<file path="config.mk">
export PLATFORM = sky130hd
export DESIGN_NAME = qspi_reg_bridge
export DESIGN_NICKNAME = d
export VERILOG_FILES = /design/src/rtl/qspi_reg_bridge_pkg.sv /design/src/rtl/qspi_reg_bridge.sv
export SDC_FILE = /design/constraint.sdc
export NUM_CORES = 1
export LEC_CHECK = 0
export BUFFER_PORTS_ARGS = -buffer_cell sky130_fd_sc_hd__buf_4
export CORE_ASPECT_RATIO = 1.4
export CORE_MARGIN = 3
export CORE_UTILIZATION = 53
export CTS_CLUSTER_DIAMETER = 80
export CTS_CLUSTER_SIZE = 25
export DETAILED_ROUTE_END_ITERATION = 16
export PLACE_DENSITY = 0.83
export SLEW_MARGIN = 20
export SYNTH_ARGS = -nofsm -noshare
export SYNTH_HDL_FRONTEND = slang
export SYNTH_SLANG_ARGS = --single-unit
</file>
<file path="constraint.sdc">
create_clock -name clk -period 4.89 [get_ports clk]
set_clock_uncertainty 0.1 [all_clocks]
set_input_delay 0.978 -clock clk [delete_from_list [all_inputs] [get_ports clk]]
set_output_delay 0.978 -clock clk [all_outputs]
set_load 0.005 [all_outputs]
</file>
<file path="src/rtl/qspi_reg_bridge_pkg.sv">
// Shared definitions for the QSPI register bridge.
//   CMD_READ_BIT : bit of the command byte that selects a read transaction
//   state_t      : bridge FSM state encoding (StIdle .. StTx)
//   is_read_cmd  : decodes the R bit of a command byte
package qspi_reg_bridge_pkg;

   localparam int unsigned CMD_READ_BIT = 7;

   typedef logic [2:0] state_t;

   localparam state_t StIdle   = 3'd0;
   localparam state_t StWrite  = 3'd1;
   localparam state_t StArmed  = 3'd2;
   localparam state_t StFetch0 = 3'd3;
   localparam state_t StFetch1 = 3'd4;
   localparam state_t StTx     = 3'd5;

   function automatic logic is_read_cmd(input logic [7:0] cmd);
      return cmd[CMD_READ_BIT];
   endfunction

endpackage

</file>
<file path="src/rtl/qspi_reg_bridge.sv">
// QSPI register bridge: turns received byte streams into register-file writes,
// and prefetches register bytes for the transmitter on read transactions.
//   clk, reset       : system clock, synchronous active-high reset
//   rxdata, rxready  : received byte and its one-clk valid pulse
//   deselect         : one-clk pulse at the end of a QSPI transaction
//   txdata, txready  : byte offered to the transmitter, consumed-pulse back
//   tx_en            : QD tri-state enable (slave is transmitting)
//   reg_addr         : register address for reg_we / reg_re
//   reg_wdata,reg_we : write data and one-clk write strobe
//   reg_re,reg_rdata : one-clk read strobe, data returned one clk later
//   err              : one-clk pulse on bytes received during a read transaction
module qspi_reg_bridge
   import qspi_reg_bridge_pkg::*;
#(
   parameter int unsigned ADDR_W = 4
) (
   input  logic              clk,
   input  logic              reset,
   input  logic [7:0]        rxdata,
   input  logic              rxready,
   input  logic              deselect,
   output logic [7:0]        txdata,
   input  logic              txready,
   output logic              tx_en,
   output logic [ADDR_W-1:0] reg_addr,
   output logic [7:0]        reg_wdata,
   output logic              reg_we,
   output logic              reg_re,
   input  logic [7:0]        reg_rdata,
   output logic              err
);

   state_t            state_q, state_d;
   logic [ADDR_W-1:0] addr_q, addr_d;
   logic [ADDR_W-1:0] wr_addr_q, wr_addr_d;
   logic [7:0]        wdata_q, wdata_d;
   logic [7:0]        txdata_q, txdata_d;
   logic              tx_en_q, tx_en_d;
   logic              we_q, we_d;
   logic              err_q, err_d;
   // Set in the clk after a read strobe: reg_rdata is valid and lands in txdata.
   logic              pend_q, pend_d;
   logic              rd_issue;

   always_comb begin
      state_d   = state_q;
      addr_d    = addr_q;
      wr_addr_d = wr_addr_q;
      wdata_d   = wdata_q;
      txdata_d  = txdata_q;
      tx_en_d   = tx_en_q;
      we_d      = 1'b0;
      err_d     = 1'b0;
      rd_issue  = 1'b0;

      // An in-flight fetch always completes, whatever the state has become.
      if (pend_q) begin
         txdata_d = reg_rdata;
      end

      unique case (state_q)
         StIdle: begin
            if (rxready) begin
               addr_d = rxdata[ADDR_W-1:0];
               if (is_read_cmd(rxdata)) begin
                  if (deselect) begin
                     state_d = StFetch0;
                     tx_en_d = 1'b1;
                  end else begin
                     state_d = StArmed;
                  end
               end else if (!deselect) begin
                  state_d = StWrite;
               end
            end
         end

         StWrite: begin
            if (rxready) begin
               we_d      = 1'b1;
               wdata_d   = rxdata;
               wr_addr_d = addr_q;
               addr_d    = addr_q + ADDR_W'(1);
            end
            if (deselect) begin
               state_d = StIdle;
            end
         end

         StArmed: begin
            if (rxready) begin
               err_d = 1'b1;
            end
            if (deselect) begin
               state_d = StFetch0;
               tx_en_d = 1'b1;
            end
         end

         StFetch0: begin
            if (rxready) begin
               err_d = 1'b1;
            end
            rd_issue = 1'b1;
            state_d  = StFetch1;
         end

         StFetch1: begin
            if (rxready) begin
               err_d = 1'b1;
            end
            state_d = StTx;
         end

         StTx: begin
            if (rxready) begin
               err_d = 1'b1;
            end
            // Deselect wins over a coincident txready: no fetch is started.
            if (deselect) begin
               tx_en_d = 1'b0;
               state_d = StIdle;
            end else if (txready) begin
               rd_issue = 1'b1;
            end
         end

         default: begin
            state_d = StIdle;
            tx_en_d = 1'b0;
         end
      endcase

      // Address advances when the read is issued, so back-to-back fetches
      // never reuse an address.
      if (rd_issue) begin
         addr_d = addr_q + ADDR_W'(1);
      end
      pend_d = rd_issue;
   end

   always_ff @(posedge clk) begin
      if (reset) begin
         state_q   <= StIdle;
         addr_q    <= '0;
         wr_addr_q <= '0;
         wdata_q   <= 8'h00;
         txdata_q  <= 8'h00;
         tx_en_q   <= 1'b0;
         we_q      <= 1'b0;
         err_q     <= 1'b0;
         pend_q    <= 1'b0;
      end else begin
         state_q   <= state_d;
         addr_q    <= addr_d;
         wr_addr_q <= wr_addr_d;
         wdata_q   <= wdata_d;
         txdata_q  <= txdata_d;
         tx_en_q   <= tx_en_d;
         we_q      <= we_d;
         err_q     <= err_d;
         pend_q    <= pend_d;
      end
   end

   // Read strobe is combinational so a fetch lands in txdata 2 clk after
   // txready; both strobes are masked while reset is held.
   assign reg_re    = rd_issue & ~reset;
   assign reg_we    = we_q & ~reset;
   assign reg_addr  = rd_issue ? addr_q : wr_addr_q;
   assign reg_wdata = wdata_q;
   assign txdata    = txdata_q;
   assign tx_en     = tx_en_q;
   assign err       = err_q;

endmodule

</file>
* Word level (Yosys, flattened, before mapping)
Cells that the tools add are included.
** Word-level totals
- Input port bits :: 21
- Output and inout port bits :: 24
- Flip-flop bits (word level) :: 31
- Word-level logic and storage cells :: 61
** Cells by class
- Equality and inequality tests :: 13
- Reduce and logical (&&, ||, !) cells :: 11
- Bitwise operators :: 6
- Mux-type cells :: 21
- Add/sub/neg operators :: 1
** Operators with widths (number)
- $mux 4 :: 4
- $mux 3 :: 5
- $pmux 3 s5 :: 1
- $ne 3x3->1 const B :: 3
- $mux 1 :: 8
- $ne 2x2->1 const B :: 4
- $pmux 4 s2 :: 1
- $reduce_and 4->1 :: 2
- $eq 3x2->1 const B :: 2
- $eq 3x3->1 const B :: 2
- $reduce_or 2->1 :: 3
- $add 4x1->4 const B :: 1
- $not 1->1 :: 4
- $pmux 1 s4 :: 1
- $reduce_or 4->1 :: 1
- $eq 3x1->1 const B :: 1
- $logic_not 3->1 :: 1
- $reduce_and 3->1 :: 1
- $reduce_bool 3->1 :: 1
- $reduce_or 3->1 :: 1
- $and 1x1->1 :: 2
- $ne 2x1->1 const B :: 1
- $pmux 1 s2 :: 1
- $reduce_and 2->1 :: 1

* Depth between registers and ports, before layout
- Depth in word-level cells :: 5
- Mapped depth :: 6
- Gate-level depth less buffers :: 5

* Worst setup path after synthesis
Ideal clock, no wire load.
- Path kind :: input to output
- From :: input txready
- To :: output reg_addr[0]
- Path slack :: 1960 ps
- Arrival time :: 1852 ps
- Cell stages on the path :: 4
- Cells stage by stage :: nor3b_1 -> mux2_2 -> nand2_2 -> mux2_2
** On the way
- Longest elaborated chain between the ends :: 4
** RTL lines
- start: declaration :: line qspi_reg_bridge.sv:23 : input logic txready,
- $mux 1 :: line qspi_reg_bridge.sv:123 : end else if (txready) begin
- $mux 1 :: line qspi_reg_bridge.sv:120 : if (deselect) begin
- $pmux 1 s2 :: line qspi_reg_bridge.sv:61 : unique case (state_q)
- $mux 4 :: line qspi_reg_bridge.sv:170 : assign reg_addr = rd_issue ? addr_q : wr_addr_q;
- end: declaration :: line qspi_reg_bridge.sv:25 : output logic [ADDR_W-1:0] reg_addr,
Every way passes these cells.

* Final worst setup path
- From :: input deselect
- To :: output reg_addr[2]
** On the way
- Longest elaborated chain between the ends :: 3
** RTL lines
- start: declaration :: line qspi_reg_bridge.sv:21 : input logic deselect,
- $mux 1 :: line qspi_reg_bridge.sv:120
- $pmux 1 s2 :: line qspi_reg_bridge.sv:61
- $mux 4 :: line qspi_reg_bridge.sv:170
Every way passes these cells.

==> results.tsv <==
metric	value	unit
1st-iter DRT viols	36	
num rows	21	
Clock power frac	30.2	%
H-Tree Depth	2	
share of the synthesized area in the top cell type	45.4	%
Final TNS setup	0	ns
post-detail-place hpwl	2250	µm
maximum vdd drop	193	µV
CP startpoint kind	input port	
via count	1284	
Bufs on Longest Clock Path	2	
CTS Hold Buffers Added	0	
Layout Utilization	72.4	%
Power, Total	0.487	mW
final worst path period need	3.33	ns
wire length per cell	12.7	µm
max-slew violations	0	
Clock Sinks	31	
setup violators final	0	
Worst R2R Path Depth	4	
most common cell in the netlist	nand2_1	
Data required, critical path	3.81	ns
RSZ-0062 raised after global routing	false	
Total GRT Usage	20.0	%
largest net degree at the start of global routing	32	
Placer Congestion	0.912	
Internal	0.363	mW
CTS tree	yes	
CP Capture Type	output pin	
Min-Delay Path Depth	2	
drt total wl	3020	µm
die area	3230	µm²
HP Class	register to register	
reg2reg setup slack	3.21	ns
synthesized area per cell	8.39	µm²
Distinct cells, synth	37	
Top Ports	45	
initial antenna violation count	0	
DRT Pass-1 Iters	4	
Seq pwr share	56.5	%
first-pass GRT wire length	5020	µm
Crit Path Max Fanout	7	
combinational group share of total power	13.3	%
dominant cells by area after synthesis	dfxtp_1, nand2_1, a21oi_1, mux2i_1, nor2_1	
nets@finish	226	
post-route ant nets	0	
Reg-to-Reg Start	state_q[1]	
data arrival time of the worst path	2.25	ns
vias in the first global route	1125	
Power per Cell Area	278	nW/µm²
Psw	0.124	mW
Layout area overhead	28.0	%
synthesized flop and latch total	31	
Worst Max-Slew Pin Slew	0.530	ns
Worst-path clk slew	0.08	ns
status	finished, final reports clean	
# Post-CTS Setup Buffers	0	
n_diodes	0	
DRC	0	
number of fill cells	202	
Lkg Pwr	0.743	nW
ys async rst share	0	%
crit share post-route	68.0	%
Yosys top cell by area	dfxtp_1	
switching share of power	25.4	%
total gr overflow	0	
core area	2420	µm²
initial core utilization	56.6	%
worst skew pair latency	0.33	ns
Min-Delay Endpoint	wr_addr_q[2]	
worst hold start	wr_addr_q[2]	
Reg-to-Reg End	addr_q[3]	
Die Span X	48.9	µm
CP bufs+invs	2	
CP delay by family, top	multiplexers	
synthesized area	1370	µm²
dominant synthesized flop cell	dfxtp_1	
IO Port Bufs	44	
endpoints failing hold	0	
Max Cap Viol	0	
critical path's slowest cell	mux2_2	
Achievable Freq	0.301	GHz
Via density	5.39	
CP Cell Sequence	buf_4 -> nor3b_1 -> mux2_2 -> nand2_2 -> mux2_2 -> buf_4	
delay of the slowest cell on the worst path	0.33	ns
Root Buffer	clkbuf_4	
Net Count, Synth	185	
post_cts resized	0	
Synth top cells by count	nand2_1, dfxtp_1, nor2_1	
Post-synth EDFFs	0	
cts bufs inserted	5	
Mapped Cells	163	
sequential fraction of the synthesis area	45.4	%
layout cells sized above 1	29.9	%
Die Y	66.1	µm
Slew HR	64.6	%
Hold WS	0.362	ns
YS warnings	0	
critical path class	input port to output pin	
-- area by class of cell --
type,instances,area [µm²],area share [%]
clock buffer,6,51.3,2.93
clock inverter,1,5.00,0.286
inverter,3,11.3,0.643
multi-input combinational,119,689,39.4
sequential,31,621,35.5
tap,34,42.5,2.43
timing repair buffer,44,330,18.9
-- state kept, by name, summed over array words and instances (netlist names) --
signal	cells
we_q	1
addr_q	4
txdata	8
pend_q	1
tx_en	1
reg_wdata	8
wr_addr_q	4
err	1
state_q	3
-- power groups by stage --
stage	combinational (mW)	sequential, mW	clock [mW]
final	0.0649	0.275	0.147
after global routing	0.0719	0.277	0.166
after CTS	0.0654	0.275	0.155
after detailed placement	0.0652	0.281	0
after global placement	0.0630	0.280	0
after floorplan	0.0432	0.274	0
-- how the worst max path moves through the flow --
stage | cells past startpoint | endpoint | slack (ns) | start
6_report | 6 | reg_addr[2] | 1.56 | deselect
5_1_grt | 6 | reg_addr[2] | 1.44 | deselect
4_1_cts | 6 | reg_addr[2] | 1.56 | deselect
3_5_place_dp | 6 | reg_addr[2] | 1.56 | deselect
3_3_place_gp | 6 | reg_addr[3] | 1.65 | deselect
2_1_floorplan | 4 | reg_addr[0] | 1.96 | txready
-- worst min-delay path, stage by stage, from the launching register on --
cell	delay, ns
dfxtp_1	0.32
nand2_1	0.05
a21oi_1	0.05
-- routing by layer --
metal  routed length (µm)  global-route usage [%]  vias up
met2                 1550                    37.1       52
li1                     -                       -      639
met4                   82                    8.54        0
met1                 1220                    21.0      581
met3                  164                    5.19       12
met5                    0                       0        -
-- per-stage QoR --
stage,worst slack [ns],std cells,area [µm²]
final,1.56,238,1750
after global routing,1.44,238,1750
after CTS,1.56,238,1750
after detailed placement,1.56,231,1690
after global placement,1.65,231,1690
after floorplan,1.96,163,1370
-- cells by family after synthesis --
group,after synthesis,synth area share (%)
AOI/OAI and AO/OA,37,17.4
xor gates and xnor gates,1,0.641
adders and majority gates,1,0.915
buffers and inverters,13,4.21
DFF,31,45.4
muxes,13,9.97
and+or+nand+nor,67,21.5
-- cell usage in the layout (no fill, tap or decap), drive strengths merged, types with 2 or more instances in the layout --
| cell type | instances |
|---|---|
| a21boi | 2 |
| a21oi | 17 |
| a31oi | 2 |
| buf | 44 |
| clkbuf | 6 |
| dfxtp | 31 |
| inv | 3 |
| mux2 | 5 |
| mux2i | 8 |
| nand2 | 35 |
| nor2 | 20 |
| nor2b | 2 |
| nor3b | 2 |
| o211ai | 2 |
| o21ai | 7 |
| o22ai | 2 |
| or3b | 2 |
Note: power is estimated with default switching activity, not from simulation.
